## src/rtl/gpu_decode_issue.sv

```systemverilog
// Decode-and-issue stage: field split, control strobes, load scoreboard and registered output.
// Optional build macro GPU_DECODE_SCOREBOARD_EN enables the load scoreboard and hazard stalling.
module gpu_decode_issue #(
    parameter int REG_W = 4,
    parameter int IMM_W = 16,
    parameter int PC_W  = 16,
    localparam int NUM_REGS = 2**REG_W,
    localparam int INSTR_W  = 4 + 3*REG_W + IMM_W
) (
    input  logic                clk,
    input  logic                rst,
    input  logic                in_valid,
    output logic                in_ready,
    input  logic [INSTR_W-1:0]  in_instr,
    input  logic [PC_W-1:0]     in_pc,
    output logic                out_valid,
    input  logic                out_ready,
    output logic [3:0]          out_opcode,
    output logic [REG_W-1:0]    out_rd,
    output logic [REG_W-1:0]    out_rs1,
    output logic [REG_W-1:0]    out_rs2,
    output logic [IMM_W-1:0]    out_imm,
    output logic [PC_W-1:0]     out_pc,
    output logic                out_we,
    output logic                out_mem_rd,
    output logic                out_mem_wr,
    output logic                out_branch,
    output logic                out_jump,
    output logic                out_illegal,
    input  logic                wb_valid,
    input  logic [REG_W-1:0]    wb_rd,
    output logic [NUM_REGS-1:0] busy_regs,
    output logic [7:0]          illegal_count
);
    localparam logic [3:0] OP_NOP = 4'd0, OP_ADD = 4'd1, OP_SUB = 4'd2, OP_MOV = 4'd3,
                           OP_LDR = 4'd4, OP_STR = 4'd5, OP_BEQ = 4'd6, OP_JMP = 4'd7;

    typedef struct packed {
        logic [3:0]       opcode;
        logic [REG_W-1:0] rd;
        logic [REG_W-1:0] rs1;
        logic [REG_W-1:0] rs2;
        logic [IMM_W-1:0] imm;
        logic [PC_W-1:0]  pc;
        logic             we;
        logic             mem_rd;
        logic             mem_wr;
        logic             branch;
        logic             jump;
        logic             illegal;
    } dec_t;

    function automatic logic [7:0] sat_inc(input logic [7:0] v);
        return (v == 8'hFF) ? v : v + 8'd1;
    endfunction

    dec_t       dec_p0, dec_p1;
    logic       vld_p1;
    logic       use_rs1, use_rs2, hazard, accept;

    // Stage p0: combinational decode of the incoming word
    always_comb begin
        dec_p0         = '0;
        dec_p0.opcode  = in_instr[INSTR_W-1 -: 4];
        dec_p0.rd      = in_instr[INSTR_W-5 -: REG_W];
        dec_p0.rs1     = in_instr[INSTR_W-5-REG_W -: REG_W];
        dec_p0.rs2     = in_instr[IMM_W+REG_W-1 -: REG_W];
        dec_p0.imm     = in_instr[IMM_W-1:0];
        dec_p0.pc      = in_pc;
        use_rs1        = 1'b0;
        use_rs2        = 1'b0;
        case (dec_p0.opcode)
            OP_NOP: ;
            OP_ADD, OP_SUB: begin dec_p0.we = 1'b1; use_rs1 = 1'b1; use_rs2 = 1'b1; end
            OP_MOV: dec_p0.we = 1'b1;
            OP_LDR: begin dec_p0.we = 1'b1; dec_p0.mem_rd = 1'b1; use_rs1 = 1'b1; end
            OP_STR: begin dec_p0.mem_wr = 1'b1; use_rs1 = 1'b1; use_rs2 = 1'b1; end
            OP_BEQ: begin dec_p0.branch = 1'b1; use_rs1 = 1'b1; use_rs2 = 1'b1; end
            OP_JMP: dec_p0.jump = 1'b1;
            default: dec_p0.illegal = 1'b1;
        endcase
    end

`ifdef GPU_DECODE_SCOREBOARD_EN
    logic [NUM_REGS-1:0] busy_q, pend, wb_mask, set_mask;

    // A writeback landing this cycle bypasses its pending bit
    assign wb_mask  = NUM_REGS'(wb_valid) << wb_rd;
    assign pend     = busy_q & ~wb_mask;
    assign hazard   = (use_rs1 && pend[dec_p0.rs1]) || (use_rs2 && pend[dec_p0.rs2]) ||
                      (dec_p0.we && pend[dec_p0.rd]);
    assign set_mask = NUM_REGS'(accept && dec_p0.mem_rd) << dec_p0.rd;

    always_ff @(posedge clk) begin
        if (rst) busy_q <= '0;
        else     busy_q <= (busy_q & ~wb_mask) | set_mask;
    end

    assign busy_regs = busy_q;
`else
    logic unused_sb;
    assign unused_sb = ^{wb_valid, wb_rd, use_rs1, use_rs2};
    assign hazard    = 1'b0;
    assign busy_regs = '0;
`endif

    assign in_ready = (!vld_p1 || out_ready) && !hazard;
    assign accept   = in_valid && in_ready;

    // Stage p1: output register
    always_ff @(posedge clk) begin
        if (rst) begin
            vld_p1        <= 1'b0;
            dec_p1        <= '0;
            illegal_count <= '0;
        end else if (accept) begin
            vld_p1 <= 1'b1;
            dec_p1 <= dec_p0;
            if (dec_p0.illegal) illegal_count <= sat_inc(illegal_count);
        end else if (out_ready) begin
            vld_p1 <= 1'b0;
        end
    end

    assign out_valid   = vld_p1;
    assign out_opcode  = dec_p1.opcode;
    assign out_rd      = dec_p1.rd;
    assign out_rs1     = dec_p1.rs1;
    assign out_rs2     = dec_p1.rs2;
    assign out_imm     = dec_p1.imm;
    assign out_pc      = dec_p1.pc;
    assign out_we      = dec_p1.we;
    assign out_mem_rd  = dec_p1.mem_rd;
    assign out_mem_wr  = dec_p1.mem_wr;
    assign out_branch  = dec_p1.branch;
    assign out_jump    = dec_p1.jump;
    assign out_illegal = dec_p1.illegal;
endmodule

```

## config.mk

```make
export PLATFORM = sky130hd
export DESIGN_NAME = gpu_decode_issue
export DESIGN_NICKNAME = d
export VERILOG_FILES = /design/src/rtl/gpu_decode_issue.sv
export SDC_FILE = /design/constraint.sdc
export NUM_CORES = 1
export LEC_CHECK = 0
export ABC_AREA = 1
export CAP_MARGIN = 15
export CORE_AREA = 2 2 84 86
export DETAILED_ROUTE_END_ITERATION = 10
export DIE_AREA = 0 0 86 88
export GPL_ROUTABILITY_DRIVEN = 0
export PLACE_DENSITY_LB_ADDON = 0.15
export REMOVE_ABC_BUFFERS = 1
export SKIP_CTS_REPAIR_TIMING = 1
export SLEW_MARGIN = 20
export SYNTH_ARGS = -nofsm -noshare
export SYNTH_HDL_FRONTEND = slang
export SYNTH_SLANG_ARGS = --single-unit
```

## constraint.sdc

```tcl
create_clock -name clk -period 1.5 [get_ports clk]
set_clock_uncertainty 0.2 [all_clocks]
set_input_delay 0.3 -clock clk [delete_from_list [all_inputs] [get_ports clk]]
set_output_delay 0.3 -clock clk [all_outputs]
set_load 0.01 [all_outputs]
```

==> results.ini <==
[worst_setup_path]
cp_top_family=buffers and inverters
crit_arrival_ps=1010
crit_chain=clkdlybuf4s50_1 -> inv_2 -> nand2_4 -> dlymetal6s2s_1
cp_slowest_cell=clkdlybuf4s50_1
worst-path-stages=4
crit_path_start=out_ready
path_max_fanout=2
path_class=in -> out
cp_slowest_stage_delay_ps=470
rr_endpoint=out_pc[2]
endpoint=in_ready
reg2reg_depth=7
cp.required_ps=1000
rrSetupSlack_ps=120
worst_setup_path_end_kind=output port
cp-start-kind=primary input
path_buf_inv=3
reg2reg_from=out_valid

[sta]
finalCritPeriodShare_pct=101
finalSetupViolCount=1
period_minus_slack_ps=1510
hold_viol=0
rsz0062_at_grt=true
maxSlewViolCount=0
fin_ws_ps=-9.43
setup-tns-final_ps=-9.43
fmax_ghz=0.663

[grt]
grt_pass1_wl_mm=10.3
grt_max_degree=43
grt_overflow=0
grt_pass1_vias=2287
antenna_found_initial=0
grt_usage_pct=17.3

[final_layout]
multi_input_area_um2=1140
regArea_um2=1260
drive_gt1_share_pct=13.3
post-route-util_pct=65.1
num-fill-cells=592
diodes=0
fin_area_um2=4330
areaGrowthSynthToFinish_pct=70.3
fin_nets=523

[place]
io_buffer_count=115
dp_hpwl_mm=4.47
place_area_um2=3880

[die]
io_pins=137
rows=30
start_util_pct=38.2
die_x_um=86
die_h_um=88
fp.coreArea_um2=6640
dieArea_um2=7570

[pwr]
irDropWorstVdd_mv=0.460
leakage_nw=2.66
swShare_pct=24.7
p_int_w=0.00304
power.switching_w=0.000996
p_per_area_nw_per_um2=932
seq_power_share_pct=45.6
p_comb_share_pct=19.0
clkPwrFrac_pct=35.4

[route]
drc=0
drt_iter0_markers=55
vias=2484
finalWirelength_mm=6.76
first_pass_iters=4
drtAntennaViolNets=0
wl_per_cell_um=12.4
vias_per_cell=4.54

[outcome]
outcome=finished, violations left
violations=setup timing

[synth]
synth_most_common_cell=nor2_1
synth_enable_flop_cells=0
synth.distinct_cells=26
synthCells=331
synth_top_flop_cell=dfxtp_1
synth_async_sr_flop_share_pct=0
avgSynthCellArea_um2=7.67
seq_area_frac_synth_pct=49.7
netlist_area_um2=2540
synth_warnings=0
synth_top_area_cell=dfxtp_1
synth_seq_cells=63
synth_top_cells_by_area=dfxtp_1 (50%), nor2_1 (16%), o21ai_0 (8.1%), buf_4 (5.0%), nand2_1 (4.4%)
ys_top_cells_by_count=nor2_1 (106), dfxtp_1 (63), o21ai_0 (41)
synth_top_area_share_pct=49.7

[min_path]
worstHoldPathType=reg -> reg

[clock_tree]
root_buffer=clkbuf_8
cts_tree=yes
clkLatencyLatePin_ps=330
cts_buffers=9
cts_sinks=63
htreeDepth=3
clk_pin_slew_ps=60
clockBufferDepth=2

[job]
maxCapViolCount=0

## worst reg2reg max path, stage by stage (launching register included)
cell       delay, ps
dfxtp_1          380
nand2_4           60
buf_6            130
nand2_8          100
inv_6             60
clkbuf_16        180
nor2_1           100
nor2_1            50
## stage by stage
step                      hold slack (ps)  setup WS [ps]  std cells  power (W)
after floorplan                       162           -190        313    0.00215
after global placement                251           -385        533    0.00262
after detailed placement              254           -380        533    0.00263
after CTS                             266           -385        546    0.00407
after global routing                  273          -35.8        547    0.00423
final                                 260          -9.43        547    0.00403
## power by group through the flow
stage               combinational, W  sequential [W]  clock (W)
floorplan                   0.000216         0.00193          0
finish                      0.000767         0.00184    0.00143
global route                0.000841         0.00185    0.00153
global placement            0.000751         0.00187          0
CTS                         0.000758         0.00184    0.00147
detailed placement          0.000755         0.00188          0
## worst min-delay path by stage
stage             startpoint                to  slack, ps  cells past startpoint
2_1_floorplan            rst  illegal_count[2]        160                      1
3_3_place_gp   out_opcode[3]     out_opcode[3]        250                      2
3_5_place_dp   out_opcode[3]     out_opcode[3]        250                      2
4_1_cts        out_opcode[3]     out_opcode[3]        270                      2
5_1_grt          out_illegal       out_illegal        270                      2
6_report       out_opcode[3]     out_opcode[3]        260                      2
## cell type report
type / instances / share of cell area (%)
Tap cell: 80 / 2.31
Multi-Input combinational cell: 238 / 26.3
Clock buffer: 12 / 3.59
Clock inverter: 1 / 0.694
Inverter: 12 / 1.21
Sequential cell: 63 / 29.2
Timing Repair Buffer: 141 / 36.6
## metal layers
metal / GRT usage (%) / vias to the layer above / share of wire (%)
met1: 20.4 / 1106 / 43
met4: 7.36 / 0 / 1.0
li1: - / 1290 / -
met5: 0 / - / 0
met3: 6.41 / 7 / 8.7
met2: 28.5 / 81 / 47
## registers in the layout, indices dropped and copies added, names as in the netlist
signal	cells
out_illegal	1
out_valid	1
illegal_count	8
out_rs1	4
out_mem_rd	1
out_opcode	4
out_we	1
out_jump	1
out_rd	4
out_pc	16
out_imm	16
out_rs2	4
out_branch	1
out_mem_wr	1
## cells in the final DEF, fill, tap and decap left out, drive strengths merged
| cell | count |
|---|---|
| nor2 | 108 |
| dlymetal6s2s | 64 |
| dfxtp | 63 |
| clkdlybuf4s50 | 51 |
| o21ai | 47 |
| nand2 | 35 |
| buf | 25 |
| conb | 16 |
| clkbuf | 13 |
| a21oi | 13 |
| inv | 12 |
| nand3 | 10 |
| nand4 | 2 |
| xor2 | 2 |
| xnor2 | 1 |
| or2 | 1 |
| a211oi | 1 |
| nor3 | 1 |
| ha | 1 |
| bufinv | 1 |
## kinds of logic (layout without fill, tap and decap cells)
group / count (synthesis) / after routing / synth area share [%]
fa+ha+maj: 1 / 1 / 0.493
xor+xnor: 3 / 3 / 1.03
flops: 63 / 63 / 49.7
simple gates: 157 / 157 / 26.1
buf+inv: 45 / 166 / 9.70
other cells: 1 / 16 / 0.148
compound gates: 61 / 61 / 12.9
Power figures use the tool's default switching activity.
